--- src/rtl/seq_pattern_det.sv ---
// Serial bit-pattern detector with a runtime-loadable pattern and a saturating match counter.
// Ports: clk, reset (async, active-high), x/in_valid (serial data), pat_load/pat/pat_len (new pattern),
//        overlap, cnt_clr, z (one-cycle match pulse), match_cnt, armed.
module seq_pattern_det #(
   parameter int                 MAX_LEN = 8,
   parameter int                 CNT_W   = 8,
   parameter logic [MAX_LEN-1:0] RST_PAT = 8'b0000_1011,
   parameter int                 RST_LEN = 4
) (
   input  logic                         clk,
   input  logic                         reset,
   input  logic                         x,
   input  logic                         in_valid,
   input  logic                         pat_load,
   input  logic [MAX_LEN-1:0]           pat,
   input  logic [$clog2(MAX_LEN+1)-1:0] pat_len,
   input  logic                         overlap,
   input  logic                         cnt_clr,
   output logic                         z,
   output logic [CNT_W-1:0]             match_cnt,
   output logic                         armed
);

   localparam int               LW   = $clog2(MAX_LEN+1);
   localparam logic [LW-1:0]    MAXL = LW'(MAX_LEN);
   localparam logic [LW-1:0]    RSTL = (RST_LEN > MAX_LEN) ? MAXL : LW'(RST_LEN);
   localparam logic [CNT_W-1:0] CMAX = '1;

   logic [MAX_LEN-1:0] hist_q, hist_d;
   logic [LW-1:0]      fill_q, fill_d;
   logic [MAX_LEN-1:0] pat_q, pat_d;
   logic [LW-1:0]      len_q, len_d;
   logic               z_q, z_d;
   logic [CNT_W-1:0]   cnt_q, cnt_d;

   logic [MAX_LEN-1:0] hist_sh;
   logic [MAX_LEN-1:0] mask;
   logic [LW-1:0]      fill_inc;
   logic               sample;
   logic               match;

   // Match evaluation uses the history/fill as they will be after this edge.
   always_comb begin
      hist_sh  = {hist_q[MAX_LEN-2:0], x};
      fill_inc = (fill_q == MAXL) ? fill_q : fill_q + LW'(1);
      mask     = '0;
      for (int i = 0; i < MAX_LEN; i++) begin
         mask[i] = (i < int'(len_q));
      end
      sample = in_valid & ~pat_load;
      match  = sample && (len_q != '0) && (fill_inc >= len_q)
               && (((hist_sh ^ pat_q) & mask) == '0);
   end

   always_comb begin
      hist_d = hist_q;
      fill_d = fill_q;
      pat_d  = pat_q;
      len_d  = len_q;
      z_d    = match;
      cnt_d  = cnt_q;
      if (pat_load) begin
         pat_d  = pat;
         len_d  = (pat_len > MAXL) ? MAXL : pat_len;
         hist_d = '0;
         fill_d = '0;
      end else if (in_valid) begin
         hist_d = hist_sh;
         // Non-overlapping mode needs a full fresh pattern after each hit.
         fill_d = (match && !overlap) ? '0 : fill_inc;
      end
      if (cnt_clr) begin
         cnt_d = match ? CNT_W'(1) : '0;
      end else if (match && cnt_q != CMAX) begin
         cnt_d = cnt_q + CNT_W'(1);
      end
   end

   always_ff @(posedge clk or posedge reset) begin
      if (reset) begin
         hist_q <= '0;
         fill_q <= '0;
         pat_q  <= RST_PAT;
         len_q  <= RSTL;
         z_q    <= 1'b0;
         cnt_q  <= '0;
      end else begin
         hist_q <= hist_d;
         fill_q <= fill_d;
         pat_q  <= pat_d;
         len_q  <= len_d;
         z_q    <= z_d;
         cnt_q  <= cnt_d;
      end
   end

   assign z         = z_q;
   assign match_cnt = cnt_q;
   assign armed     = (len_q != '0);

endmodule

--- config.mk ---
export PLATFORM = sky130hd
export DESIGN_NAME = seq_pattern_det
export DESIGN_NICKNAME = d
export VERILOG_FILES = /design/src/rtl/seq_pattern_det.sv
export SDC_FILE = /design/constraint.sdc
export NUM_CORES = 1
export LEC_CHECK = 0
export CAP_MARGIN = 0
export CORE_MARGIN = 1.5
export CORE_UTILIZATION = 40
export CTS_CLUSTER_SIZE = 30
export DETAILED_ROUTE_END_ITERATION = 12
export GPL_ROUTABILITY_DRIVEN = 0
export HOLD_SLACK_MARGIN = 0.05
export PLACE_DENSITY = 0.61
export SLEW_MARGIN = 20
export SYNTH_ARGS = -nofsm -noshare
export SYNTH_HDL_FRONTEND = slang
export SYNTH_SLANG_ARGS = --single-unit
--- constraint.sdc ---
create_clock -name clk -period 5.05 [get_ports clk]
set_input_delay 1.01 -clock clk [delete_from_list [all_inputs] [get_ports clk]]
set_output_delay 1.01 -clock clk [all_outputs]
set_load 0.1 [all_outputs]
==> flow_metrics.env <==
export IMPL_status="complete, no violations"
export IMPL_power_total_uw=578
export IMPL_multiInputGateArea_um2=900
export IMPL_detailedPlace_worstSlack_ns=1.22
export IMPL_area_growth_pct=23.7
export IMPL_io_pins=29
export IMPL_grt_antenna_before_repair=0
export IMPL_regArea_um2=806
export IMPL_drv_slew=0
export IMPL_grt_pass1_vias=1328
export IMPL_grt_first_pass_wirelength_um=6130
export IMPL_synth_seq_cells=32
export IMPL_rsz0062_at_grt="no"
export IMPL_cts_buffers=5
export IMPL_rows=24
export IMPL_die_h_um=69.6
export IMPL_hp_class="flop to flop"
export IMPL_yosysTopAreaCell="dfrtp_1"
export IMPL_netlist_area_mm2=0.00177
export IMPL_max_cap_viol_count=0
export IMPL_die_x_um=69.6
export IMPL_synth_most_common_cell="dfrtp_1"
export IMPL_ant_nets=0
export IMPL_crit_path_end_kind="flop"
export IMPL_cts_root_buffer="clkbuf_8"
export IMPL_switchingPower_uw=152
export IMPL_p_comb_share_pct=16.4
export IMPL_stdcell_area_mm2=0.00219
export IMPL_cts_sinks=32
export IMPL_cp_max_fo=14
export IMPL_htree_levels=2
export IMPL_clkPwrFrac_pct=34.6
export IMPL_post_synth_cell_area_avg_um2=10.5
export IMPL_synthCells=169
export IMPL_critical_path_class="input port to flop"
export IMPL_crit_required_ns=5.22
export IMPL_nNetsFinal=226
export IMPL_synth_common_cells="dfrtp_1 (28), nor2_1 (18)"
export IMPL_synth_warnings=0
export IMPL_detail_route_iter0_violations=82
export IMPL_synth_edf_count=0
export IMPL_cts_resized=0
export IMPL_cts_tree="done"
export IMPL_fin_skew_ns=0.00680
export IMPL_seq_power_share_pct=49.0
export IMPL_synth_nets=195
export IMPL_synth_top_area_share_pct=39.5
export IMPL_gr_total_overflow=0
export IMPL_yosysUniqueCellTypes=37
export IMPL_ctsHoldBuffers=0
export IMPL_ys_seq_area_share_pct=45.4
export IMPL_async_reset_ff_share_pct=100
export IMPL_nFillCells=413
export IMPL_post_cts_repair_setup_buffers=0
export IMPL_fmax_mhz=281
export IMPL_start_util_pct=41.3
export IMPL_clk_pin_slew_worst_paths_ns=0.07
export IMPL_leakagePower_uw=0.000917
export IMPL_placed_area_mm2=0.00210
export IMPL_ir_worst_vdd_uv=143
export IMPL_min_period_ns=3.56
export IMPL_clock_latency_ns=0.28
export IMPL_power_density_mw_per_mm2=263
export IMPL_arrival_ns=3.73
export IMPL_synth_area_leaders="dfrtp_1 (40%), mux2_2 (6.4%), dfstp_2 (5.9%), mux2i_1 (5.1%), ha_1 (4.9%)"
export IMPL_period_share_pct=70.4
export IMPL_tightest_slew_ns=0.979
export IMPL_relSlewSlack_pct=34.5
export IMPL_drt_first_pass_iters=5
export IMPL_drive_gt1_share_pct=12.9
export IMPL_intPower_uw=425
export IMPL_setup_viol=0
export IMPL_diodes=0
export IMPL_dp_cells=245
export IMPL_postRouteWirelength_um=3610
export IMPL_wl_per_cell_um=14.3
export IMPL_vias_per_cell=5.41
export IMPL_grt_start_max_net_pins=33
export IMPL_hold_violations=0
export IMPL_fin_ws_ns=1.49
export IMPL_die_area_mm2=0.00484
export IMPL_drc_errors=0
export IMPL_cts_buffer_depth=2
export IMPL_final_cells=253
export IMPL_synth_top_flop_cell="dfrtp_1"
export IMPL_num_vias=1368
export IMPL_hpwlAfterDp_um=2620
export IMPL_io_buffer_count=28
export IMPL_swShare_pct=26.4
export IMPL_grt_usage_pct=15.9
export IMPL_startpoint_type="input port"
export IMPL_core_area_mm2=0.00429
export IMPL_tns_ns=0
==> power by group through the flow <==
stage | Clock (uW) | Combinational (uW) | Sequential [uW]
after floorplan | 0 | 63.2 | 286
after global placement | 0 | 93.9 | 286
after detailed placement | 0 | 96.2 | 287
after CTS | 207 | 96.3 | 283
after global routing | 221 | 104 | 284
final | 200 | 94.9 | 283
==> metal layers <==
metal,track usage (%),vias to the layer above,share of wire [%]
met3,4.36,5,4.4
met2,25.0,39,51
met1,20.9,665,44
met5,0,-,0
met4,6.32,0,1.3
li1,-,659,-
==> through the flow <==
stage	hold WS [ns]	util [%]
detailed placement	0.518	49.0
global route	0.552	51.1
global placement	0.517	49.0
CTS	0.532	51.1
finish	0.528	51.1
floorplan	0.502	-
==> cells by family after synthesis <==
logic type,count (synthesis),share of synthesized area (%)
AO/OA/AOI/OAI,19,8.19
XOR/XNOR,10,4.94
adder cells (fa/ha/maj),7,4.94
buffers and inverters,16,3.81
flip-flops,32,45.4
multiplexers,23,14.0
AND/OR/NAND/NOR,62,18.7
==> placed cells by master (no fill, tap or decap), drive strengths merged, types with 2 or more instances in the layout <==
cell | synthesis | routed
nand3 | 5 | 5
inv | 10 | 10
clkbuf | 4 | 8
nor4b | 2 | 2
nor2b | 7 | 7
xnor2 | 10 | 10
nand2b | 4 | 4
clkdlybuf4s50 | 0 | 28
a31oi | 2 | 2
nor4 | 3 | 3
mux2 | 14 | 14
nand2 | 10 | 10
dfrtp | 28 | 28
nand4 | 2 | 2
o21ai | 2 | 2
and3 | 2 | 2
dfstp | 4 | 4
nor3 | 5 | 5
ha | 7 | 7
o32ai | 4 | 4
nor2 | 18 | 18
o22ai | 4 | 4
buf | 2 | 2
mux2i | 9 | 9
==> path summary, 6_finish.rpt <==
path                            from            to  slack, ns  cells after the start
min in group asynchronous      reset  match_cnt[3]       1.10                      3
setup reg to reg           fill_q[0]     fill_q[0]       2.20                     11
hold / removal              pat_q[7]      pat_q[7]       0.53                      1
max in group asynchronous      reset      pat_q[1]       3.60                      3
hold reg to reg             pat_q[7]      pat_q[7]       0.53                      1
setup / recovery            in_valid  match_cnt[4]       1.49                      6
==> critical path, stage by stage <==
cell	delay [ns]
clkdlybuf4s50_1	0.90
nor2b_1	0.33
o2111ai_1	0.16
a2111o_1	0.57
nor4_1	0.39
mux2_1	0.35
==> area by class of cell <==
cell class | instances | area share, %
repair buffers | 30 | 13.5
well taps | 52 | 2.97
flip-flops and latches | 32 | 36.7
multi-input cells | 121 | 41.0
inverters | 10 | 1.71
clock buffers | 8 | 4.11
==> registers in the layout (all words and copies together), names as in the netlist <==
| signal | count |
|---|---|
| match_cnt | 8 |
| hist_q | 7 |
| len_q | 4 |
| z | 1 |
| pat_q | 8 |
| fill_q | 4 |
Power figures use the tool's default switching activity.
